`src/rtl/mux16_pkg.sv`:
```
// Shared constants, state encoding and round-robin search for the 16:1 mux arbiter.
package mux16_pkg;

    localparam int N_IN  = 16;
    localparam int SEL_W = 4;

    typedef enum logic {
        IDLE  = 1'b0,
        GRANT = 1'b1
    } state_e;

    // Beat counter width; a MAX_BEATS of 0 or 1 still needs one bit.
    function automatic int cnt_width(input int max_beats);
        return (max_beats > 1) ? $clog2(max_beats) : 1;
    endfunction

    // First set request at or above ptr, wrapping 15 -> 0. Walking k downwards
    // lets the smallest offset from ptr overwrite any later candidates.
    function automatic logic [SEL_W-1:0] rr_pick(input logic [N_IN-1:0]  req,
                                                 input logic [SEL_W-1:0] ptr);
        logic [SEL_W-1:0] idx;
        logic [SEL_W-1:0] win;
        win = ptr;
        for (int k = N_IN - 1; k >= 0; k--) begin
            idx = ptr + SEL_W'(k);
            if (req[idx]) begin
                win = idx;
            end
        end
        return win;
    endfunction

endpackage

```
`src/rtl/mux_16to1.sv`:
```
// Single-bit 16:1 multiplexer datapath shared by all requesters.
module mux_16to1 (
    input  logic [15:0] d_i,
    input  logic [3:0]  s_i,
    output logic        y_o
);

    assign y_o = d_i[s_i];

endmodule

```
`src/rtl/mux16_rr_arbiter.sv`:
```
// Round-robin arbiter that owns the 16:1 mux select and presents the chosen bit
// downstream over a valid/ready handshake, with optional per-grant beat limit.
module mux16_rr_arbiter
    import mux16_pkg::*;
#(
    parameter int MAX_BEATS = 4
) (
    input  logic        clk,
    input  logic        rst_n,
    input  logic [15:0] req,
    input  logic [15:0] din,
    input  logic        out_ready,
    output logic [15:0] gnt,
    output logic [3:0]  sel,
    output logic        out_valid,
    output logic        out_data,
    output logic        busy
);

    localparam int                CNT_W    = cnt_width(MAX_BEATS);
    localparam logic [CNT_W-1:0] CNT_LAST = CNT_W'(MAX_BEATS - 1);

    state_e             state_q, state_d;
    logic [SEL_W-1:0]   sel_q, sel_d;
    logic [SEL_W-1:0]   ptr_q, ptr_d;
    logic [CNT_W-1:0]   cnt_q, cnt_d;
    logic [N_IN-1:0]    gnt_q, gnt_d;
    logic               vld_q, vld_d;

    logic               beat;
    logic               last_beat;
    logic               release_now;
    logic [N_IN-1:0]    others;
    logic [SEL_W-1:0]   ptr_next;
    logic               mux_y;

    assign beat        = (state_q == GRANT) && out_ready;
    assign last_beat   = (MAX_BEATS != 0) && beat && (cnt_q == CNT_LAST);
    assign release_now = !req[sel_q] || last_beat;
    assign others      = req & ~(N_IN'(1) << sel_q);
    assign ptr_next    = sel_q + SEL_W'(1);

    always_comb begin
        state_d = state_q;
        sel_d   = sel_q;
        ptr_d   = ptr_q;
        cnt_d   = cnt_q;
        case (state_q)
            IDLE: begin
                if (|req) begin
                    state_d = GRANT;
                    sel_d   = rr_pick(req, ptr_q);
                    cnt_d   = '0;
                end
            end
            GRANT: begin
                if (release_now) begin
                    // The released requester is masked out, so a lone holder
                    // passes through IDLE before it is granted again.
                    ptr_d = ptr_next;
                    cnt_d = '0;
                    if (|others) begin
                        sel_d = rr_pick(others, ptr_next);
                    end else begin
                        state_d = IDLE;
                        sel_d   = '0;
                    end
                end else if (beat) begin
                    cnt_d = cnt_q + CNT_W'(1);
                end
            end
            default: begin
                state_d = IDLE;
                sel_d   = '0;
            end
        endcase
    end

    assign vld_d = (state_d == GRANT);
    assign gnt_d = vld_d ? (N_IN'(1) << sel_d) : '0;

    always_ff @(posedge clk or negedge rst_n) begin
        if (!rst_n) begin
            state_q <= IDLE;
            sel_q   <= '0;
            ptr_q   <= '0;
            cnt_q   <= '0;
            gnt_q   <= '0;
            vld_q   <= 1'b0;
        end else begin
            state_q <= state_d;
            sel_q   <= sel_d;
            ptr_q   <= ptr_d;
            cnt_q   <= cnt_d;
            gnt_q   <= gnt_d;
            vld_q   <= vld_d;
        end
    end

    mux_16to1 u_mux (
        .d_i (din),
        .s_i (sel_q),
        .y_o (mux_y)
    );

    assign gnt       = gnt_q;
    assign sel       = sel_q;
    assign out_valid = vld_q;
    assign busy      = (state_q == GRANT);
    assign out_data  = vld_q & mux_y;

endmodule

```
`config.mk`:
```
export PLATFORM = sky130hd
export DESIGN_NAME = mux16_rr_arbiter
export DESIGN_NICKNAME = d
export VERILOG_FILES = /design/src/rtl/mux16_pkg.sv /design/src/rtl/mux_16to1.sv /design/src/rtl/mux16_rr_arbiter.sv
export SDC_FILE = /design/constraint.sdc
export NUM_CORES = 1
export LEC_CHECK = 0
export CORE_MARGIN = 10
export CORE_UTILIZATION = 55
export CTS_CLUSTER_SIZE = 10
export DETAILED_ROUTE_END_ITERATION = 7
export PLACE_DENSITY = 0.82
export SLEW_MARGIN = 40
export SYNTH_ARGS = -nofsm -noshare
export SYNTH_HDL_FRONTEND = slang
export SYNTH_SLANG_ARGS = --single-unit
export TNS_END_PERCENT = 10
```
`constraint.sdc`:
```
create_clock -name clk -period 5.1 [get_ports clk]
set_input_delay 1.275 -clock clk [delete_from_list [all_inputs] [get_ports clk]]
set_output_delay 1.275 -clock clk [all_outputs]
set_load 0.005 [all_outputs]
```
Word level (Yosys, flattened, before mapping)
Cells that the tools add are included.
Widths: inputs -> output; s select.
- bits in registers: 27
- bits in latches: 0
- RAM bits: 0
- memory bits (read-only): 0
- output and inout port bits: 23
- logic and storage cells: 200
- memories kept: 0
- add/subtract/negate cells: 32
- $mul: 0
- div/mod/pow operators: 0
- order comparisons: 33
- eq/ne operators: 3
- shift-type cells: 2
- multiplexer cells: 113
- bitwise operators: 4
- reductions and logical operators: 8
- operator list (kind ; number):
    $lt 4x5->1 const B ; 33
    $mux 4 ; 35
    $bmux 1 s4 ; 34
    $add 4x4->4 const B ; 16
    $mux 1 ; 37
    $add 4x3->4 const B ; 8
    $reduce_or 16->1 ; 2
    $shl 1x4->16 const A ; 2
    $add 4x2->4 const B ; 4
    $and 16x16->16 ; 1
    $mux 16 ; 1
    $not 16->16 ; 1
    $add 4x1->4 const B ; 3
    $pmux 4 s2 ; 1
    $mux 2 ; 3
    $pmux 2 s2 ; 1
    $reduce_and 2->1 ; 2
    $ne 3x1->1 const B ; 1
    $add 2x1->2 const B ; 1
    $eq 2x2->1 const B ; 1
    $logic_and 1x1->1 ; 2
    $ne 2x2->1 const B ; 1
    $pmux 1 s2 ; 1
    $and 1x1->1 ; 1
    other kinds (3) ; 3

Longest topological paths before layout
- depth in word-level cells: 26
- mapped depth: 21
- mapped depth without buffers: 15

Cells and area by module
From an unflattened synthesis, not the netlist that was laid out.
- cells, all modules: 831
- area total of the unflattened synthesis: 7204.4 um^2
- by module, submodules not included (module ; instances ; cells an instance ; area an instance (um^2) ; seq. area each (um^2)):
    mux16_rr_arbiter ; 1 ; 824 ; 7069.3 ; 675.6
    mux_16to1 ; 1 ; 7 ; 135.1 ; 0.0

Worst setup path after synthesis
Ideal clock, no wire load.
- path type: flip-flop to flip-flop
- start: register sel_q[0] (netlist: sel[0])
- end: register gnt_q[13] (netlist: gnt[13])
- arrival time: 5022 ps
- path slack: -55 ps
- stages on the path, launching flop included: 22
- buffers on the path: 6
- period minus slack after synthesis: 5155 ps
- path through: dfrtp_1 buf_2 inv_1 clkbuf_1 ha_1 buf_2 inv_1 clkbuf_1 buf_4 ha_1 and4b_1 a221oi_2 xnor2_1 buf_2 mux4_2 o211a_1 a2111oi_0 o21ai_1 a311oi_1 nor3b_4 inv_4 nor3_1
- RTL lines (item ; line ; text):
    start: declaration ; mux16_rr_arbiter.sv:24 ; logic [SEL_W-1:0] sel_q, sel_d;
    start signal: assignment ; mux16_rr_arbiter.sv:92 ; sel_q <= sel_d;
    $add 4x1->4 * ; mux16_rr_arbiter.sv:41 ; assign ptr_next = sel_q + SEL_W'(1);
    named net ptr_next[0] ; mux16_rr_arbiter.sv:34 ; logic [SEL_W-1:0] ptr_next;
    $add 4x4->4 ; mux16_pkg.sv:25 ; idx = ptr + SEL_W'(k);
    $bmux 1 s4 ; mux16_pkg.sv:26 ; if (req[idx]) begin
    $mux 1 (not written as such) ; mux16_pkg.sv:26 ;
    $mux 4 (15 in series) ; mux16_pkg.sv:26 ;
    $mux 4 * ; mux16_pkg.sv:26 ;
    $mux 4 * ; mux16_rr_arbiter.sv:62 ; if (|others) begin
    $mux 4 * ; mux16_rr_arbiter.sv:57 ; if (release_now) begin
    $pmux 4 s2 * ; mux16_rr_arbiter.sv:48 ; case (state_q)
    named net sel_d[1] ; mux16_rr_arbiter.sv:24 ;
    $shl 1x4->16 * ; mux16_rr_arbiter.sv:80 ; assign gnt_d = vld_d ? (N_IN'(1) << sel_d) : '0;
    $mux 16 * ; mux16_rr_arbiter.sv:80 ;
    named net gnt_d[13] ; mux16_rr_arbiter.sv:27 ; logic [N_IN-1:0] gnt_q, gnt_d;
    end signal: assignment ; mux16_rr_arbiter.sv:95 ; gnt_q <= gnt_d;
    end: declaration ; mux16_rr_arbiter.sv:27 ;
Mark *: on every way through the listed nets, which the timed path passes. The rest lies on a longest branch. The select of a mux whose other input is x is not followed.
A chain may end at the register's enable or synchronous reset.

Worst setup path after layout
- start: input port req[3]
- end: register gnt_q[3] (netlist: gnt[3])
- word-level cells in the longest chain between the ends: 24
- ends and longest elaborated chain (item ; line ; text):
    start: declaration ; mux16_rr_arbiter.sv:10 ; input logic [15:0] req,
    $and 16x16->16 ; mux16_rr_arbiter.sv:40 ; assign others = req & ~(N_IN'(1) << sel_q);
    $bmux 1 s4 ; mux16_pkg.sv:26 ;
    $mux 1 (not written as such) ; mux16_pkg.sv:26 ;
    $mux 4 (16 in series) ; mux16_pkg.sv:26 ;
    $mux 4 ; mux16_rr_arbiter.sv:62 ;
    $mux 4 ; mux16_rr_arbiter.sv:57 ;
    $pmux 4 s2 ; mux16_rr_arbiter.sv:48 ;
    $shl 1x4->16 ; mux16_rr_arbiter.sv:80 ;
    $mux 16 * ; mux16_rr_arbiter.sv:80 ;
    named net gnt_d[3] ; mux16_rr_arbiter.sv:27 ;
Marked as above.

==> results.py <==
metrics = {
    "outcome": {
        "outcome": "finished, violations left",
        "violations": "design-rule violations",
    },
    "clock_network": {
        "cts_resized": 0,
        "cts_hold_buf": 0,
        "clk_pin_slew_ns": 0.06,
        "cts_setup_buffers": 0,
        "clk_path_buf_depth": 2,
        "cts_inserted_buffers": 3,
        "cts.sinks": 27,
        "clock-root-buffer": "clkbuf_16",
        "cts-htree-levels": 1,
        "clkLatencyLatePin_ns": 0.26,
        "cts_tree": "yes",
    },
    "global_routing": {
        "track_usage": 0.2813,
        "groute.layer.met3.usage": 0.05788,
        "grtUsageMet1": 0.3896,
        "grt_antenna_before_repair": 0,
        "grt_max_degree": 43,
        "overflow": 0,
        "grt_pass1_vias": 7362,
        "grt_pass1_wl_um": 41400,
        "grt_util_met2": 0.4325,
        "grt.busiest_layer": "met2",
    },
    "sta": {
        "period_share": 0.9588,
        "fin_crit_ns": 4.890,
        "hold_violations": 0,
        "timing.final.max_slew_violations": 0,
        "relSlewSlack": 0.4675,
        "timing.setup.tns_ns": 0,
        "rsz0062_at_grt": "no",
        "tightest_slew_ns": 0.7930,
        "setup_viol": 0,
        "fmax_mhz": 204.5,
        "clock_skew_ns": 0.003287,
    },
    "min_path": {
        "hold_class": "reg2reg",
        "holdPathStages": 1,
    },
    "floorplanning": {
        "rows": 41,
        "die_height_um": 133.8,
        "dieWidth_um": 133.8,
        "core_area_sq_um": 12670,
        "die_area_sq_um": 17910,
        "ios": 58,
        "start_util": 0.5624,
    },
    "job": {
        "maxCapViolCount": 0,
    },
    "routing": {
        "firstDrtPassIters": 8,
        "wl_per_cell_um": 24.43,
        "drc": 4,
        "wirelength_um": 26090,
        "postRouteAntennaNets": 0,
        "vias_per_cell": 7.286,
        "drt_iter0_markers": 1253,
        "vias": 7781,
    },
    "synth": {
        "synthAdderAreaFrac": 0.03336,
        "synth_compound_area_frac": 0.2409,
        "synth_warnings": 0,
        "synth_top_family_by_area": "multiplexers",
        "synth_edf_count": 0,
        "ys_ff_latch": 27,
        "syn_nets": 879,
        "synth_ff_type": "dfrtp_1",
        "synth-xor-area-share": 0.04302,
        "ys_types": 87,
        "synthCells": 825,
        "async_flop_share": 1.000,
        "yosys.area_share.simple": 0.1968,
        "synth-seq-area-share": 0.09482,
        "synthMuxAreaShare": 0.3168,
        "avgSynthCellArea_sq_um": 8.637,
        "syn-cell-area_sq_um": 7126,
    },
    "setup_path": {
        "required_ns": 5.25,
        "cp_common_cell": "buf_4",
        "crit_chain": "clkdlybuf4s50_1, buf_4, mux4_2, mux2_2, mux2i_1, buf_4, nor3b_1, a21boi_0, a22oi_1, xnor2_1, a22oi_1, nand3_1, buf_4, nor3_1",
        "end_kind": "flop",
        "slowest_delay_ns": 0.60,
        "reg2reg_depth": 14,
        "path_max_fanout": 7,
        "timing_worst_setup_path_type": "in2reg",
        "crit_path_top_delay_cell": "clkdlybuf4s50_1",
        "start_kind": "input pin",
        "worst_ep_arrival_time_ns": 5.04,
    },
    "place": {
        "hpwlAfterDp_um": 20100,
        "io_buffers": 57,
        "routabilityCongestion": 1.040,
    },
    "final_layout": {
        "diodes": 0,
        "final_nets": 951,
        "syn_to_final_growth_pct": 15.50,
        "fillers": 1097,
        "drive_above_1_share": 0.2232,
    },
}
## state kept, by name, summed over array words and instances, names as in the netlist
register	flops
cnt_q	2
ptr_q	4
out_valid	1
gnt	16
sel	4
## cell usage in the layout, fill, tap and decap left out, drive strengths merged, types with 15 or more instances in the layout
cell type      count
a21oi             46
buf               85
clkdlybuf4s50     56
dfrtp             27
ha                19
inv               27
mux2              29
mux2i             46
mux4              64
nand2             78
nand2b            15
nand3             23
nor2              36
nor3              28
o211ai            15
o21ai             42
o22ai             16
xnor2             25
## cell families (layout without fill, tap and decap cells)
kind of cell    count (synthesis)  after routing
flops                          27             27
compound gates                240            240
mux                           139            139
xor+xnor                       31             31
buf+inv                       103            174
fa+ha+maj                      19             19
simple gates                  266            266
## layer usage
metal | routed length [um] | share of wire
met4 | 850 | 0.033
met1 | 10380 | 0.40
met3 | 3188 | 0.12
met2 | 11670 | 0.45
met5 | 0 | 0
## final timing paths
kind / slack, ns / startpoint / to
min in group asynchronous: 1.01 / rst_n / ptr_q[2]$_DFFE_PN0P_
worst max-delay path: 0.21 / req[3] / gnt[3]$_DFF_PN0_
worst min register to register: 0.50 / cnt_q[0]$_DFFE_PN0P_ / cnt_q[0]$_DFFE_PN0P_
max in group asynchronous: 3.69 / rst_n / sel[0]$_DFF_PN0_
worst max register to register: 0.44 / sel[0]$_DFF_PN0_ / gnt[3]$_DFF_PN0_
worst min-delay path: 0.50 / cnt_q[0]$_DFFE_PN0P_ / cnt_q[0]$_DFFE_PN0P_
## layout make-up
cell class | count | area, sq um | area share
Timing Repair Buffer | 141 | 1196 | 0.1453
Sequential cell | 27 | 678.2 | 0.08240
Clock inverter | 1 | 7.507 | 0.0009121
Inverter | 29 | 111.4 | 0.01353
Multi-Input combinational cell | 695 | 5947 | 0.7226
Tap cell | 172 | 215.2 | 0.02615
Clock buffer | 3 | 75.07 | 0.009121
## worst max-delay path: cells and delay by family
| kind | cells | cell delay (ns) |
|---|---|---|
| buf+inv | 4 | 1.27 |
| mux | 3 | 1.07 |
| simple gates | 3 | 0.78 |
| compound gates | 3 | 0.50 |
| xor+xnor | 1 | 0.15 |
## stage by stage
stage          hold slack, ns  setup slack (ns)  area, sq um    util  cells
2_1_floorplan          0.4520            0.1073         7127       -    825
3_3_place_gp           0.4761           0.09606         8125  0.6413   1064
3_5_place_dp           0.4769           0.01680         8122  0.6410   1064
4_1_cts                0.4882            0.2388         8204  0.6475   1068
5_1_grt                0.5290          0.008052         8230  0.6496   1068
6_report               0.4964            0.2100         8230  0.6496   1068
## Yosys cell counts (5+ instances only)
cell	count	share of area
mux2i_1	46	0.065
o21ai_0	41	0.029
nand4_1	12	0.011
clkbuf_1	26	0.014
a211o_1	5	0.0061
nor2_1	36	0.019
nand2_1	78	0.041
or3_1	6	0.0053
a21oi_1	46	0.032
a221oi_1	10	0.012
nand3_1	23	0.016
nor4_1	8	0.0070
o211ai_1	14	0.015
mux2_2	27	0.043
o22a_1	5	0.0061
nor2b_1	11	0.0097
nand2b_1	15	0.013
o22ai_1	16	0.014
buf_4	6	0.0063
a2111oi_0	5	0.0061
a22oi_1	12	0.013
o221ai_1	10	0.012
and2_1	12	0.011
xnor2_1	24	0.029
mux4_1	7	0.026
a211oi_1	9	0.0095
buf_2	23	0.016
and3_1	7	0.0061
mux4_2	56	0.18
nor3_1	28	0.020
o31ai_1	5	0.0053
inv_1	22	0.012
ha_1	19	0.033
buf_1	8	0.0042
dfrtp_1	27	0.095
Power is not shown: default switching activity piles up to over one toggle a cycle in this logic, so the estimate is an artifact.
